**src/rtl/viterbi_decoder.sv**
```systemverilog
// Hard-decision Viterbi decoder for the K=3, rate-1/2 (7,5) convolutional code.
// Uses register-exchange survivors and outputs one decoded bit per accepted symbol after TB_DEPTH-1 symbols of warm-up.
module viterbi_decoder #(
    parameter int TB_DEPTH = 16,
    parameter int PM_W     = 6
) (
    input  logic       clk,
    input  logic       reset,
    input  logic       in_valid,
    input  logic [1:0] in,
    output logic       out,
    output logic       out_valid
);

    localparam int CNT_W = $clog2(TB_DEPTH);
    localparam logic [CNT_W-1:0] CNT_MAX = CNT_W'(TB_DEPTH - 1);

    logic [PM_W-1:0]     pm_p0   [4];
    logic [TB_DEPTH-1:0] surv_p0 [4];
    logic [CNT_W-1:0]    cnt_p0;

    logic [PM_W-1:0]     acs     [4];
    logic [PM_W-1:0]     pm_next [4];
    logic [TB_DEPTH-1:0] surv_next [4];
    logic [PM_W-1:0]     pm_min;
    logic [1:0]          best;

    function automatic logic [1:0] exp_sym(input logic b, input logic [1:0] s);
        return {b ^ s[1] ^ s[0], b ^ s[0]};
    endfunction

    function automatic logic [1:0] hamming(input logic [1:0] a, input logic [1:0] e);
        logic [1:0] d;
        d = a ^ e;
        return {1'b0, d[1]} + {1'b0, d[0]};
    endfunction

    // Saturating add keeps a metric from ever wrapping at PM_W.
    function automatic logic [PM_W-1:0] sat_add(input logic [PM_W-1:0] pm, input logic [1:0] bm);
        logic [PM_W:0] s;
        s = {1'b0, pm} + {{(PM_W - 1){1'b0}}, bm};
        return s[PM_W] ? {PM_W{1'b1}} : s[PM_W-1:0];
    endfunction

    always_comb begin
        for (int ns = 0; ns < 4; ns++) begin
            logic [1:0]      nsv;
            logic [1:0]      p0;
            logic [1:0]      p1;
            logic [PM_W-1:0] c0;
            logic [PM_W-1:0] c1;
            nsv = 2'(ns);
            p0  = {nsv[0], 1'b0};
            p1  = {nsv[0], 1'b1};
            c0  = sat_add(pm_p0[p0], hamming(in, exp_sym(nsv[1], p0)));
            c1  = sat_add(pm_p0[p1], hamming(in, exp_sym(nsv[1], p1)));
            // Ties favour the predecessor whose low state bit is 0.
            if (c1 < c0) begin
                acs[ns]       = c1;
                surv_next[ns] = {surv_p0[p1][TB_DEPTH-2:0], nsv[1]};
            end else begin
                acs[ns]       = c0;
                surv_next[ns] = {surv_p0[p0][TB_DEPTH-2:0], nsv[1]};
            end
        end

        pm_min = acs[0];
        best   = 2'd0;
        for (int s = 1; s < 4; s++) begin
            if (acs[s] < pm_min) begin
                pm_min = acs[s];
                best   = 2'(s);
            end
        end

        for (int s = 0; s < 4; s++) begin
            pm_next[s] = acs[s] - pm_min;
        end
    end

    // Stage p0: metrics, survivors, warm-up counter and registered outputs.
    always_ff @(posedge clk or negedge reset) begin
        if (!reset) begin
            pm_p0[0] <= '0;
            for (int s = 1; s < 4; s++) pm_p0[s] <= PM_W'(4);
            for (int s = 0; s < 4; s++) surv_p0[s] <= '0;
            cnt_p0    <= '0;
            out       <= 1'b0;
            out_valid <= 1'b0;
        end else begin
            out_valid <= in_valid && (cnt_p0 == CNT_MAX);
            if (in_valid) begin
                for (int s = 0; s < 4; s++) begin
                    pm_p0[s]   <= pm_next[s];
                    surv_p0[s] <= surv_next[s];
                end
                out <= surv_next[best][TB_DEPTH-1];
                if (cnt_p0 != CNT_MAX) cnt_p0 <= cnt_p0 + 1'b1;
            end
        end
    end

endmodule

```
**config.mk**
```make
export PLATFORM = sky130hd
export DESIGN_NAME = viterbi_decoder
export DESIGN_NICKNAME = d
export VERILOG_FILES = /design/src/rtl/viterbi_decoder.sv
export SDC_FILE = /design/constraint.sdc
export NUM_CORES = 1
export LEC_CHECK = 0
export ABC_AREA = 1
export BUFFER_PORTS_ARGS = -buffer_cell sky130_fd_sc_hd__buf_2
export CAP_MARGIN = 10
export CORE_ASPECT_RATIO = 0.9
export CORE_MARGIN = 8
export CORE_UTILIZATION = 50
export DETAILED_ROUTE_END_ITERATION = 12
export PLACE_DENSITY_LB_ADDON = 0.1
export SKIP_CTS_REPAIR_TIMING = 1
export SYNTH_ARGS = -nofsm -noshare
export SYNTH_HDL_FRONTEND = slang
export SYNTH_SLANG_ARGS = --single-unit
```
**constraint.sdc**
```tcl
create_clock -name clk -period 7 [get_ports clk]
set_clock_uncertainty 0.2 [all_clocks]
set_input_delay 0.35 -clock clk [delete_from_list [all_inputs] [get_ports clk]]
set_output_delay 0.35 -clock clk [all_outputs]
set_load 0.02 [all_outputs]
```
Yosys cells after proc, flatten, opt, wreduce, memory -nomap -nowiden
Cells that the tools add are included.

Register bits after elaboration: 90. Latch bits: 0. Bits in writable memories: 0. ROM bits: 0. Output and inout port bits: 2. Logic and storage cells: 69. Memories: 0.

$add $sub $neg: 17. Multiply operators: 0. Divide/modulo/power cells: 0. Magnitude comparators: 8. Eq/ne operators: 2. Shift operators: 0. Muxes and demuxes: 25. Bitwise gates (word level): 4. Reduce and logical (&&, ||, !) cells: 2.

Operators by type and width (number): $mux W16 (6); $mux W6 (15); $add A6 B2 Y7 (8); $lt A6 B6 Y1 (7); $bmux W16 S2 (1); $sub A6 B6 Y6 (4); $add A1 B1 Y2 (4); $add A4 B1 Y4 const B (1); $eq A4 B4 Y1 const B (1); $mux W2 (2); $ne A4 B4 Y1 const B (1); $ge A3 B3 Y1 const B (1); $not A2 Y3 (1); $not A1 Y1 (2); $not A2 Y2 (1); $reduce_and A2 Y1 (1); $logic_and A1 B1 Y1 (1); $mux W1 (1).

Depth between registers and ports, before layout
Depth in word-level cells: 16. Mapped depth: 58. Gate-level depth less buffers: 57.

Worst setup path before layout
OpenSTA, ideal clock, no wires.

Kind: input to register. From: input port in[0]. To: register pm_p0[16] in the netlist's numbering. Library setup time: 0.117 ns. Data arrival time: 6.858 ns. Data required time: 6.683 ns. Setup slack: -0.176 ns. Cell stages on the path: 51. Path through: inv_1 ha_1 inv_1 ha_1 nand3_1 nand2_1 inv_1 nor2_1 inv_1 nand3b_1 ha_1 a21oi_1 nor2_1 a211oi_2 nand2_4 buf_6 inv_1 nand2_1 (+15 left out) o21ai_0 inv_1 ha_1 nand2_2 nor2_8 nand3_4 nand3_4 buf_6 o21ai_0 ha_1 inv_1 ha_1 inv_1 nand2_1 nand3b_1 nand3_1 nand3_1 nand2_1.

Word-level cells in the longest chain between the ends: 13. Elaborated cells between the ends (all ways): 37.

Ends and longest elaborated chain: start: declaration (RTL line 10) `input logic [1:0] in,`; $not A1 Y1 (no source line) or $not A2 Y2 (tied branches); $add A1 B1 Y2 (RTL line 35) `return {1'b0, d[1]} + {1'b0, d[0]};`; $add A6 B2 Y7 (RTL line 41) `s = {1'b0, pm} + {{(PM_W - 1){1'b0}}, bm};`; $mux W6 (RTL line 42) `return s[PM_W] ? {PM_W{1'b1}} : s[PM_W-1:0];`; $lt A6 B6 Y1 (RTL line 58) `if (c1 < c0) begin`; $mux W6 (RTL line 58); $lt A6 B6 Y1 (RTL line 70) `if (acs[s] < pm_min) begin`; $mux W6 (RTL line 70); $lt A6 B6 Y1 (RTL line 70); $mux W6 (RTL line 70); $lt A6 B6 Y1 (RTL line 70); $mux W6 (RTL line 70); $sub A6 B6 Y6 * (RTL line 77) `pm_next[s] = acs[s] - pm_min;`; end signal: indexed assignment (RTL line 94) `pm_p0[s] <= pm_next[s];`; end: declaration (RTL line 18) `logic [PM_W-1:0] pm_p0 [4];`.

Mark *: on every way between the ends. The rest lies on a longest branch, timed or not. A chain may end at the register's enable or synchronous reset.

Final worst setup path
Ends and elaborated chain as after synthesis.

==> reports/qor.yml <==
synthesis:
  ys_ff_latch: 85
  yosys_most_used_dff: "dfrtp_1"
  syn_area_per_cell_sq_um: 6.61
  yosysWarningCount: 0
  synth_common_cells: "nand2_1, inv_1, o21ai_0"
  synthAdderAreaFrac_pct: 9.38
  synthSimpleGateAreaFrac_pct: 32.0
  synth_compound_area_share_pct: 17.1
  synthesis.instances: 1130
  synth-edff-count: 0
  synth-async-reset-ratio_pct: 100
  syn_area_sq_mm: 0.00747
  synth_top_cell_by_area: "dfrtp_1"
  synth_area_leaders: "dfrtp_1, nand2_1, o21ai_0, ha_1, inv_1"
  synth_xor_area_share_pct: 2.80
  ys_seq_area_share_pct: 28.5
  synth.most_common_cell: "nand2_1"
  syn_nets: 1191
  netlist-cell-type-count: 47
  synthMuxAreaShare_pct: 0
  yosysTopAreaCellShare_pct: 27.5
  synth_top_family_by_area: "simple AND/OR/NAND/NOR gates"
clocking:
  clk_path_buf_depth: 2
  clock_latency_ns: 0.35
  htreeDepth: 3
  clkTransAtPathRegs_ns: 0.06
  root_buffer: "clkbuf_16"
  cts_tree: "built"
  cts_sinks: 85
  cts_buffers: 9
timing:
  period_needed_ns: 6.57
  finalHoldViolCount: 0
  hold_ws_ns: 0.272
  slew_violations: 0
  post-route-period-util_pct: 93.9
  worst_pin_slew_ns: 0.886
  setup_ws_ns: 0.429
  setup_viol: 0
  max_clock_freq_ghz: 0.152
  max_slew_margin_pct: 40.3
setup_path:
  path_common_cell: "nand2_1"
  worstRegToRegCells: 47
  crit_type: "primary input to flip-flop"
  crit_required_ns: 7.04
  max_stage_delay_ns: 0.33
  cp_max_fo: 7
  cp_slowest_cell: "a31oi_1"
  end_kind: "flip-flop"
  start_kind: "primary input"
  crit_arrival_ns: 6.61
place:
  gp_congestion: 0.940
  dpl.hpwl_microns: 15900
  io_buffers: 6
  pre_cts_slack_ns: -0.318
route:
  firstDrtPassIters: 5
  vias: 7492
  drt_wl_total_microns: 20900
  ant_nets: 0
  wire_per_inst_microns: 14.6
  drt_iter0_drc: 610
  drcViolationCount: 0
  via_per_inst: 5.23
min_path:
  hold_path_class: "primary input to async pin"
die:
  initial_core_util_pct: 50.9
  pin_count: 7
  die_w_microns: 145
  core_sq_mm: 0.0147
  fp.dieArea_sq_mm: 0.0191
  num_rows: 42
  die_height_microns: 132
final_layout:
  postLayoutCoreUtil_pct: 61.1
  seq_area_sq_mm: 0.00213
  nets: 1291
  fillers: 1365
  n_antenna_cell: 0
  layout-drive-gt1-share_pct: 19.3
  area_growth_pct: 20.0
  multi_input_area_sq_mm: 0.00476
global_routing:
  grt_pass1_vias: 6783
  grt_pass1_wl_microns: 34000
  antenna_found_initial: 0
  grt_max_degree: 81
  grtUsageTotal_pct: 22.3
  overflow: 0
status:
  outcome: "finished, final reports clean"
flow_run:
  maxCapViolations: 0
state kept, by name (all words and copies together), names as in the netlist:
name,count
out_valid,1
out,1
cnt_p0,4
pm_p0,24
surv_p0,55
placed cells by master, fill, tap and decap left out, types with 3 or more instances in the layout:
cell type and n:
nand2_1 301, inv_1 147, o21ai_0 136, buf_4 114, nand3_1 95, dfrtp_1 82
nor2_1 75, ha_1 45, a21oi_1 42, nand2_2 26, inv_2 12, xnor2_1 12
a31oi_1 10, clkbuf_16 9, o21ai_2 7, xor2_1 7, o21ai_1 7, nor2_2 7
nand3b_1 6, nor3_1 6, ha_2 6, o22ai_1 5, nand3_4 5, ha_4 5
buf_2 5, o21a_1 4, nor2_4 4, a21oi_2 4, nand3_2 3, o21ai_4 3
xor2_2 3, or2_2 3, nand2_4 3, inv_6 3, dfstp_2 3
cell families (layout without fill, tap and decap cells):
kind of cell               Yosys count  count (layout)
and+or+nand+nor                    538             538
AOI/OAI and AO/OA                  233             233
buffers and inverters              195             300
DFF                                 85              85
adders and majority gates           56              56
xor gates and xnor gates            23              23
layout make-up:
cell class | instances | share of cell area, %
clock buffer | 10 | 2.55
clock inverter | 6 | 0.782
inverter | 162 | 6.84
multi-input combinational | 850 | 53.1
sequential | 85 | 23.8
tap | 198 | 2.76
timing repair buffer | 122 | 10.2
worst max-delay path: cells and delay by family:
kind                     cells  cell delay, ns
buffers and inverters       12            1.33
AO/OA/AOI/OAI                5            0.93
adder cells (fa/ha/maj)      6            1.41
AND/OR/NAND/NOR             28            2.61
final timing paths:
check	startpoint	end	slack (ns)
worst max register to register	pm_p0[8]$_DFFE_PN1P_	pm_p0[16]$_DFFE_PN0P_	0.45
worst min-delay path	reset	surv_p0[60]$_DFFE_PN0P_	0.27
max in group asynchronous	reset	pm_p0[10]$_DFFE_PN0P_	5.22
worst min register to register	surv_p0[0]$_DFFE_PN0P_	surv_p0[0]$_DFFE_PN0P_	0.27
min in group clk	surv_p0[0]$_DFFE_PN0P_	surv_p0[0]$_DFFE_PN0P_	0.27
worst max-delay path	in[0]	pm_p0[16]$_DFFE_PN0P_	0.43
metrics by stage:
| step | instances | TNS (ns) | cell area [sq um] |
|---|---|---|---|
| floorplan | 1130 | 0 | 7470 |
| global placement | 1405 | -0.474 | 8380 |
| detailed placement | 1405 | -4.18 | 8380 |
| CTS | 1421 | 0 | 8680 |
| global route | 1433 | -0.122 | 8960 |
| finish | 1433 | 0 | 8960 |
metal layers:
layer  vias to the layer above  part of all wire (%)  global-route usage, %
met1                      3414                    49                   31.5
met3                        27                   4.6                   2.93
met5                         -                     0                      0
met4                         0                   2.2                   7.91
li1                       3857                     -                      -
met2                       194                    44                   33.7
Power is left out: the tool's default activity adds up to more than one toggle a clock period on the data nets, which glitch-free logic cannot reach.
